`config.mk`:
```
export PLATFORM = sky130hd
export DESIGN_NAME = dither_ctrl
export DESIGN_NICKNAME = d
export VERILOG_FILES = /design/src/rtl/dither_ctrl.sv
export SDC_FILE = /design/constraint.sdc
export NUM_CORES = 1
export LEC_CHECK = 0
export ABC_AREA = 1
export CAP_MARGIN = 5
export CORE_MARGIN = 3
export CORE_UTILIZATION = 45
export DETAILED_ROUTE_END_ITERATION = 7
export PLACE_DENSITY = 0.69
export SYNTH_ARGS = -nofsm -noshare
export SYNTH_HDL_FRONTEND = slang
export SYNTH_SLANG_ARGS = --single-unit
```
`constraint.sdc`:
```
create_clock -name clk -period 3.43 [get_ports clk]
set_input_delay 0.343 -clock clk [delete_from_list [all_inputs] [get_ports clk]]
set_output_delay 0.343 -clock clk [all_outputs]
set_load 0.005 [all_outputs]
```
`src/rtl/dither_ctrl.sv`:
```
// Dither request controller.
// Serves two channels, round-robin, with zero, single-step (RPDF) or
// two-step (TPDF) dither drawn from an external +/-1 sequence generator.
// Before serving generated dither, the controller resets the generator and
// then warms it up for 32 steps.
//
//   state  | meaning
//   -------+------------------------------------------------------------
//   OFF    | dither disabled; requests answered with 0
//   RSTGEN | one-cycle reset pulse to the generator
//   WARMUP | 32 free-running generator steps (down-counter 31..0)
//   IDLE   | warmed up; waiting for a request
//   STEP1  | first generator step; the RPDF value is taken here
//   STEP2  | second generator step (TPDF only); the sum is formed here
//   DONE   | one-cycle ack with the dither value
module dither_ctrl (
   input  logic              clk,
   input  logic              rst,
   input  logic              en,
   input  logic [1:0]        mode,
   input  logic [1:0]        req,
   output logic [1:0]        ack,
   output logic signed [2:0] dither_out,
   output logic              gen_clk_en,
   output logic              gen_rstn,
   input  logic [1:0]        gen_dither,
   output logic              busy
);

   typedef enum logic [2:0] {
      OFF    = 3'd0,
      RSTGEN = 3'd1,
      WARMUP = 3'd2,
      IDLE   = 3'd3,
      STEP1  = 3'd4,
      STEP2  = 3'd5,
      DONE   = 3'd6
   } state_t;

   localparam logic [1:0] MODE_ZERO = 2'b00;
   localparam logic [1:0] MODE_TPDF = 2'b10;

   state_t            state_q;
   state_t            state_nxt;
   logic              warm_q;
   logic              last_q;
   logic [4:0]        cnt_q;
   logic [1:0]        mode_q;
   logic [1:0]        gnt_q;
   logic signed [2:0] s1_q;

   logic              grant;
   logic              pick_ch1;
   logic [1:0]        gnt_oh;
   logic signed [2:0] gen_val;
   logic signed [2:0] load_val;
   logic              set_warm;
   logic              clr_warm;
   logic              cnt_load;
   logic              cnt_dec;
   logic              mode_ld;
   logic              latch_s1;

   // ch1 wins if it is alone, or on a tie when ch0 was granted last
   assign pick_ch1 = req[1] & (~req[0] | ~last_q);

   // a fresh grant goes straight to DONE from OFF/IDLE, so the ack uses
   // the new winner; later steps reuse the stored grant
   assign gnt_oh   = grant ? {pick_ch1, ~pick_ch1} : gnt_q;

   assign gen_val  = {gen_dither[1], gen_dither};

   assign busy     = (state_q != OFF) && (state_q != IDLE);

   // next-state and per-state control strobes
   always_comb begin
      state_nxt = state_q;
      grant     = 1'b0;
      load_val  = 3'sd0;
      set_warm  = 1'b0;
      clr_warm  = 1'b0;
      cnt_load  = 1'b0;
      cnt_dec   = 1'b0;
      mode_ld   = 1'b0;
      latch_s1  = 1'b0;
      unique case (state_q)
         OFF: begin
            if (en) begin
               state_nxt = RSTGEN;
            end else if (|req) begin
               grant     = 1'b1;
               load_val  = 3'sd0;
               state_nxt = DONE;
            end
         end
         RSTGEN: begin
            cnt_load  = 1'b1;
            state_nxt = WARMUP;
         end
         WARMUP: begin
            if (cnt_q == 5'd0) begin
               set_warm  = 1'b1;
               state_nxt = IDLE;
            end else begin
               cnt_dec   = 1'b1;
            end
         end
         IDLE: begin
            if (!en) begin
               clr_warm  = 1'b1;
               state_nxt = OFF;
            end else if (|req) begin
               grant     = 1'b1;
               mode_ld   = 1'b1;
               if (mode == MODE_ZERO) begin
                  load_val  = 3'sd0;
                  state_nxt = DONE;
               end else begin
                  state_nxt = STEP1;
               end
            end
         end
         STEP1: begin
            if (mode_q == MODE_TPDF) begin
               latch_s1  = 1'b1;
               state_nxt = STEP2;
            end else begin
               load_val  = gen_val;
               state_nxt = DONE;
            end
         end
         STEP2: begin
            load_val  = s1_q + gen_val;
            state_nxt = DONE;
         end
         DONE: begin
            state_nxt = warm_q ? IDLE : OFF;
         end
         default: begin
            state_nxt = OFF;
         end
      endcase
   end

   // state, arbitration pointer, warm-up counter and transaction context
   always_ff @(posedge clk) begin
      if (rst) begin
         state_q <= OFF;
         warm_q  <= 1'b0;
         last_q  <= 1'b1;
         cnt_q   <= 5'd0;
         mode_q  <= 2'b00;
         gnt_q   <= 2'b00;
         s1_q    <= 3'sd0;
      end else begin
         state_q <= state_nxt;
         if (grant) begin
            gnt_q  <= gnt_oh;
            last_q <= pick_ch1;
         end
         if (mode_ld) begin
            mode_q <= mode;
         end
         if (latch_s1) begin
            s1_q <= gen_val;
         end
         if (cnt_load) begin
            cnt_q <= 5'd31;
         end else if (cnt_dec) begin
            cnt_q <= cnt_q - 5'd1;
         end
         if (set_warm) begin
            warm_q <= 1'b1;
         end else if (clr_warm) begin
            warm_q <= 1'b0;
         end
      end
   end

   // registered outputs, decoded from the state being entered
   always_ff @(posedge clk) begin
      if (rst) begin
         ack        <= 2'b00;
         dither_out <= 3'sd0;
         gen_clk_en <= 1'b0;
         gen_rstn   <= 1'b0;
      end else begin
         ack        <= (state_nxt == DONE) ? gnt_oh : 2'b00;
         dither_out <= (state_nxt == DONE) ? load_val : 3'sd0;
         gen_clk_en <= (state_nxt == WARMUP) || (state_nxt == STEP1) ||
                       (state_nxt == STEP2);
         gen_rstn   <= (state_nxt != RSTGEN);
      end
   end

endmodule

```
### Word level (Yosys, flattened, before mapping)

Cells that the tools add are included.

| cells by class | value |
|---|---|
| add/subtract/negate cells | 2 |
| equal/unequal tests | 13 |
| muxes and demuxes | 30 |
| bitwise operators | 6 |
| reductions and logical operators | 11 |

Operators with widths:

| kind | count |
|---|---|
| $pmux 3 s7 | 1 |
| $eq 3x3->1 const B | 6 |
| $mux 3 | 6 |
| $mux 1 | 15 |
| $mux 5 | 2 |
| $eq 3x2->1 const B | 3 |
| $mux 2 | 4 |
| $pmux 3 s2 | 1 |
| $logic_not 5->1 | 1 |
| $sub 5x1->5 const B | 1 |
| $not 1->1 | 4 |
| $reduce_bool 2->1 | 2 |
| $reduce_or 2->1 | 2 |
| $add 2x2->3 | 1 |
| $eq 3x1->1 const B | 1 |
| $logic_not 3->1 | 1 |
| $ne 3x1->1 const B | 1 |
| $ne 3x2->1 const B | 1 |
| $reduce_bool 3->1 | 1 |
| $eq 2x2->1 const B | 1 |
| $logic_not 2->1 | 1 |
| $logic_or 1x1->1 | 2 |
| $pmux 1 s2 | 1 |
| $and 1x1->1 | 1 |
| 2 further kinds | 2 |

| storage, ports and cells | value |
|---|---|
| flip-flop bits (word level) | 23 |
| bits of input ports | 9 |
| output and inout bits | 8 |
| word-level logic and storage cells | 73 |

### Depth between registers and ports, before layout

Gate-level depths: netlist of the first run.

| depth | value |
|---|---|
| depth in word-level cells | 8 |
| mapped depth | 9 |
| mapped depth without buffers | 9 |

### Least setup slack after synthesis of the first run

No wires, ideal clock.

| timing | value |
|---|---|
| path kind | input port to flip-flop |
| start | in gen_dither[0] |
| end | reg dither_out[1] |
| library setup time | 115 ps |
| arrival | 1146 ps |
| required time | 3315 ps |
| slack | 2169 ps |
| stages | 4 |
| path buffers | 0 |
| cell sequence | ha_1 fa_1 a21oi_1 nor2_1 |

| between the ends | value |
|---|---|
| longest elaborated chain between the ends | 2 |

RTL lines:

| element | RTL line | source |
|---|---|---|
| start, declared | 26 | `input logic [1:0] gen_dither,` |
| $add 2x2->3 | 133 | `load_val = s1_q + gen_val;` |
| $pmux 3 s2 | 86 | `unique case (state_q)` |
| end signal, assigned | 189 | `dither_out <= (state_nxt == DONE) ? load_val : 3'sd0;` |
| end, declared | 23 | `output logic signed [2:0] dither_out,` |

No other way between the ends.
A chain may end at the register's enable or synchronous reset.

### Worst setup path in the final report of the first run

| timing | value |
|---|---|
| start | reg state_q[0] |
| end | out busy |

| between the ends | value |
|---|---|
| longest elaborated chain between the ends | 2 |
| elaborated cells between the ends (all ways) | 3 |
| classes of those cells | 1 x eq/ne; 2 x reduce/logical |

RTL lines:

| element | RTL line | source |
|---|---|---|
| start, declared | 43 | `state_t state_q;` |
| start signal, assigned | 156 | `state_q <= state_nxt;` |
| $ne 3x2->1 / $reduce_bool 3->1 (equally long branches) | 73 | `assign busy = (state_q != OFF) && (state_q != IDLE);` |
| $logic_and 1x1->1 * | 73 |  |
| end, declared | 27 | `output logic busy` |

Every way passes the cells marked *; elsewhere a longest branch is shown, timed or not.

==> flow_summary.ini, run 1 <==
[clocking]
numCtsBuffers = 3
cts_max_path_buffers = 2
root_buffer = clkbuf_4
cts-htree-levels = 1
cts_setup_buffers = 0
cts.clk_slew.worst_paths_ns = 0.13
cts_tree = built
postCtsHoldBufs = 0
postCtsResizedCells = 0
worstSkewPairLatency_ns = 0.31
clock-sinks = 23

[floorplanning]
coreArea_sq_mm = 0.00230
fp.dieW_um = 56.1
die_area_sq_mm = 0.00315
rows = 17
design.portCount = 17
start_util_pct = 49.2
die_y_um = 56.1

[sta]
finalSetupViolCount = 0
finClkSkew_ns = 0.00138
fin_crit_sh_pct = 56.7
worstMarginPinSlew_ns = 0.350
drv_slew = 0
final_hold_viol_count = 0
fin_crit_ns = 1.94
fin_setup_tns_ns = 0
relSlewSlack_pct = 76.6
fmax_ghz = 0.514
rsz0062_at_grt = no

[global_route]
top_usage_layer = met2
grt_pass1_wl_um = 4050
grt_use_met3_pct = 3.48
grt_max_degree = 14
use_met1_pct = 17.9
use_met2_pct = 29.4
antenna_found_initial = 0
grt.overflow.total = 0
grt_pass1_vias = 978
grt.total_usage_pct = 16.1

[drt]
num_vias = 995
dr.pass1.iters = 4
post_drt_via_cell_ratio = 4.88
drt-initial-drc-count = 13
wl_per_cell_um = 11.1
drc = 0
antenna_left = 0
drt-total-wl_um = 2270

[worst_setup_path]
crit_path_cell_trace = nor2_2 > nand2_1 > nand2_1 > inv_1 > clkdlybuf4s50_1
r2r_cells = 8
r2r_setup_slack_ns = 1.99
r2r_end = gen_clk_en
critPathMaxFanout = 7
crit_required_ns = 3.09
crit_type = reg -> out
slowest_stage = dfxtp_1
crit_top_cell = nand2_1
cp_num_buf_inv = 2
crit_arrival_ns = 1.60
r2r-start = state_q[0]
end_kind = primary output
startpoint_type = register
path_delay_family = buffers and inverters
cpPeakStageDelay_ns = 0.49

[synth]
syn_inst = 158
syn_area_per_cell_sq_um = 7.16
yosysSeqAreaShare_pct = 40.7
synth_area_leader_cell = dfxtp_1
synth_cell_types = 22
synth_top_area_share_pct = 40.7
synthTopCellsByArea = dfxtp_1 41%, inv_1 9.3%, nand2_1 8.0%
ys_seq_elements = 23
syn_area_sq_mm = 0.00113
syn_nets = 172
ys_warn_count = 0

[place]
hpwl_um = 1760
dpl.cell_count = 200
dpl-instance-area_sq_mm = 0.00132
portBuffers = 16
gp_congestion = 0.894

[worst_hold_path]
worstHoldEndpoint = mode_q[0]
min-delay-start = mode_q[0]
hold_class = reg -> reg
whs_path_depth = 2

[final_layout]
layout.nets = 191
area_delta_synth_final_pct = 18.9
drive_gt1_share_pct = 8.52
fin_area_sq_mm = 0.00135
final_cells = 204
final_cell_mix = 28 x inv_1, 24 x nand2_1, 23 x dfxtp_1
fill_cells = 226
fin_util_pct = 58.6
layout_commonest_cell = inv_1
antenna_cells = 0

[power_and_ir_drop]
p_leak_nw = 0.654
p_per_area_mw_per_mm2 = 720
ir_drop_uv = 408

[flow_run]
cap_violations = 0

[outcome]
status = completed
==> registers in the layout, summed over array words and instances, names as in the netlist <==
signal,count
gen_clk_en,1
cnt_q,5
warm_q,1
dither_out,3
s1_q,2
ack,2
state_q,3
last_q,1
mode_q,2
gen_rstn,1
gnt_q,2
==> how the worst max path moves through the flow <==
stage | start | end | slack, ns | depth (start not counted)
after floorplan | gen_dither[0] | dither_out[1] | 2.17 | 4
after global placement | gen_dither[0] | dither_out[1] | 1.66 | 5
after detailed placement | gen_dither[0] | dither_out[1] | 1.62 | 5
after CTS | state_q[0] | busy | 1.47 | 5
after global routing | state_q[0] | busy | 1.36 | 5
final | state_q[0] | busy | 1.49 | 5
==> worst reg2reg max path: stages (launching register included) <==
cell	delay, ns
dfxtp_1	0.40
nor2_2	0.24
nand2_1	0.15
nor2_1	0.23
nor2_1	0.07
nand2_1	0.09
nor2_1	0.05
nand2_1	0.07
a21oi_2	0.05
==> cells by family after synthesis <==
kind of cell | synth area share (%)
AOI/OAI and AO/OA | 11.6
xor gates and xnor gates | 1.55
adders and majority gates | 6.86
buffers and inverters | 10.7
DFF | 40.7
and+or+nand+nor | 28.5
==> routing by layer <==
| metal | vias up | part of all wire, % |
|---|---|---|
| met2 | 15 | 51 |
| met3 | 5 | 4.1 |
| li1 | 530 | - |
| met5 | - | 0 |
| met1 | 445 | 43 |
| met4 | 0 | 2.0 |
==> cell type report <==
type,count,area (sq um),area share [%]
Tap cell,28,35.0,2.60
Clock inverter,1,5.00,0.372
Timing Repair Buffer,16,160,11.9
Multi-Input combinational cell,103,549,40.8
Sequential cell,23,460,34.2
Clock buffer,3,22.5,1.67
Inverter,30,113,8.37
==> through the flow <==
| stage | setup slack [ns] | total power [mW] | hold WS (ns) |
|---|---|---|---|
| after detailed placement | 1.62 | 0.847 | 0.444 |
| after global placement | 1.66 | 0.827 | 0.432 |
| after CTS | 1.47 | 0.979 | 0.462 |
| after global routing | 1.36 | 1.07 | 0.496 |
| final | 1.49 | 0.968 | 0.463 |
| after floorplan | 2.17 | 0.716 | 0.423 |
==> cells in the mapped netlist <==
library cell / count
nand2_2: 3
a21oi_1: 11
nor2_1: 22
nand3_2: 3
ha_1: 3
xnor2_1: 1
clkbuf_1: 1
a22oi_1: 1
inv_2: 2
nor2_2: 2
fa_1: 2
xor2_1: 1
buf_2: 1
nand3_1: 13
nand2_1: 24
nand4_1: 2
a21oi_2: 1
nor3_1: 1
or2_1: 1
inv_1: 28
dfxtp_1: 23
o21ai_0: 12
==> power breakdown <==
| group | total [mW] | switching, mW | internal (mW) | leakage (nW) |
|---|---|---|---|---|
| Combinational | 0.465 | 0.279 | 0.186 | 0.449 |
| Sequential | 0.376 | 0.0445 | 0.332 | 0.188 |
| Clock | 0.127 | 0.0833 | 0.0436 | 0.0177 |
| Total | 0.968 | 0.407 | 0.561 | 0.654 |
Power figures use the tool's default switching activity.
==> run 2: changes to the inputs <==
--- a/config.mk
+++ b/config.mk
@@ -10,7 +10,7 @@
 export CORE_MARGIN = 3
 export CORE_UTILIZATION = 45
 export DETAILED_ROUTE_END_ITERATION = 7
-export PLACE_DENSITY = 0.69
+export PLACE_DENSITY = 0.72
 export SYNTH_ARGS = -nofsm -noshare
 export SYNTH_HDL_FRONTEND = slang
 export SYNTH_SLANG_ARGS = --single-unit
==> constraint.sdc (replaced) <==
create_clock -name clk -period 1.7 [get_ports clk]
set_input_delay 0.17 -clock clk [delete_from_list [all_inputs] [get_ports clk]]
set_output_delay 0.17 -clock clk [all_outputs]
set_load 0.005 [all_outputs]
==> run 2 against run 1 <==
  * Combinational power up 110%
  * Sequential share of layout area down 0.084 points
  * Sequential power increased by 110%
  * Critical endpoint unchanged
  * Core utilization is 1.6 points higher
  * Global-route usage decreased by 0.24 points
  * Largest cell class unchanged
  * Design area increased by 2.7%
  * Hold slack is essentially flat
  * Via count increased by 4.0%
  * First-iteration DRC count grew 130%
  * Worst setup slack got worse by 1.5 ns
  * Power grew 110%
  * Critical path type unchanged
  * Highest routed layer unchanged
  * Routed wire length is 1.4% higher
==> flow_summary.ini, run 2 (synthesized netlist as in run 1, its figures left out) <==
[power_and_ir_drop]
total_power_mw = 2.01
p_clk_share_pct = 12.6
cellInternalPower_mw = 1.18
seq_power_share_pct = 39.0
p_leak_nw = 0.667
p_sw_mw = 0.838
swShare_pct = 41.6
p_per_area_mw_per_mm2 = 1460
pwr-share-comb_pct = 48.3
ir_drop_uv = 793

[place]
gp_congestion = 0.864
portBuffers = 16
hpwl_um = 1720
dpl.cell_count = 201
place_ws_ns = 0.0560

[global_route]
grt.overflow.total = 0
grt_pass1_wl_um = 4060
grt_max_degree = 14
antenna_found_initial = 0
grt_pass1_vias = 977
grt.total_usage_pct = 15.8

[worst_setup_path]
end_kind = primary output
crit_arrival_ns = 1.49
critPathMaxFanout = 7
slowest_stage = clkdlybuf4s50_1
startpoint_type = register
crit_type = reg -> out
crit_top_cell = nand2_1
crit_path_cell_trace = nor2_4 > nand2_1 > nand2_1 > inv_1 > clkdlybuf4s50_1
crit_required_ns = 1.53
r2r_setup_slack_ns = 0.29
cpPeakStageDelay_ns = 0.43

[clocking]
cts_tree = built
root_buffer = clkbuf_4
clock-sinks = 23
postCtsHoldBufs = 0
worstSkewPairLatency_ns = 0.31
cts_max_path_buffers = 2
cts.clk_slew.worst_paths_ns = 0.13
cts-htree-levels = 1
numCtsBuffers = 3

[outcome]
status = completed

[final_layout]
area_delta_synth_final_pct = 22.1
antenna_cells = 0
final_cells = 206
fill_cells = 200
final_cell_mix = 28 x inv_1, 24 x nand2_1, 22 x nor2_1
reg_top3 = cnt_q (5), dither_out (3), state_q (3)
layout_commonest_cell = inv_1
largest_reg_flops = 5
layout.nets = 193
drive_gt1_share_pct = 11.8
regMostFlops = cnt_q
fin_util_pct = 60.1

[sta]
finClkSkew_ns = 0.00761
fin_crit_sh_pct = 97.9
worstMarginPinSlew_ns = 0.367
final_hold_viol_count = 0
relSlewSlack_pct = 75.5
fin_crit_ns = 1.66
fin_ws_ns = 0.0352
fin_setup_tns_ns = 0
fmax_ghz = 0.601
finalSetupViolCount = 0
drv_slew = 0

[drt]
post_drt_via_cell_ratio = 5.02
dr.pass1.iters = 4
drt-initial-drc-count = 30
wl_per_cell_um = 11.2
num_vias = 1035
drt-total-wl_um = 2300
drc = 0
antenna_left = 0

[floorplanning]
rows = 17
start_util_pct = 49.2
die_y_um = 56.1
coreArea_sq_mm = 0.00230
design.portCount = 17
fp.dieW_um = 56.1
die_area_sq_mm = 0.00315

[flow_run]
cap_violations = 0

[worst_hold_path]
hold_class = reg -> reg
## run 2: worst paths after layout
kind,depth (start not counted),startpoint,end
max,5,state_q[1],busy
min,2,mode_q[1],mode_q[1]
max reg2reg,9,state_q[1],gen_clk_en
min reg2reg,2,mode_q[1],mode_q[1]
## run 2: cell type report
cell class	count	area (sq um)	area share [%]
clock buffers	3	22.5	1.63
clock inverters	1	5.00	0.362
inverters	30	113	8.15
multi-input cells	103	559	40.5
flip-flops and latches	23	472	34.1
well taps	28	35.0	2.54
repair buffers	18	175	12.7
## run 2: what timing repair did
| item | in CTS | in global routing |
|---|---|---|
| gates cloned | 0 | 0 |
| buffers inserted | 0 | 1 |
| resized for setup | 4 | 4 |
| endpoints found under the setup margin | 1 | 1 |
| pin swaps | 0 | 1 |
## run 2: critical path: cells and delay by family, from the launching register on
family,cells,cell delay [ns]
buf+inv,2,0.47
flops,1,0.40
simple gates,3,0.32
## run 2: layer usage
metal | part of all wire (%) | GRT usage [%]
met2 | 52 | 26.9
met3 | 3.8 | 3.02
met4 | 2.0 | 6.78
met1 | 42 | 19.2
met5 | 0 | 0
## run 2: power by group through the flow
stage	Clock, mW	Combinational, mW	Sequential, mW
6_report	0.254	0.974	0.786
5_1_grt	0.283	1.14	0.804
4_1_cts	0.259	0.947	0.773
3_5_place_dp	0	0.926	0.772
3_3_place_gp	0	0.897	0.767
2_1_floorplan	0	0.687	0.756
## run 2: stage by stage
step,cell area (sq um),hold WS [ns]
6_report,1380,0.463
5_1_grt,1380,0.494
4_1_cts,1360,0.462
3_5_place_dp,1330,0.443
3_3_place_gp,1330,0.433
2_1_floorplan,1130,0.312
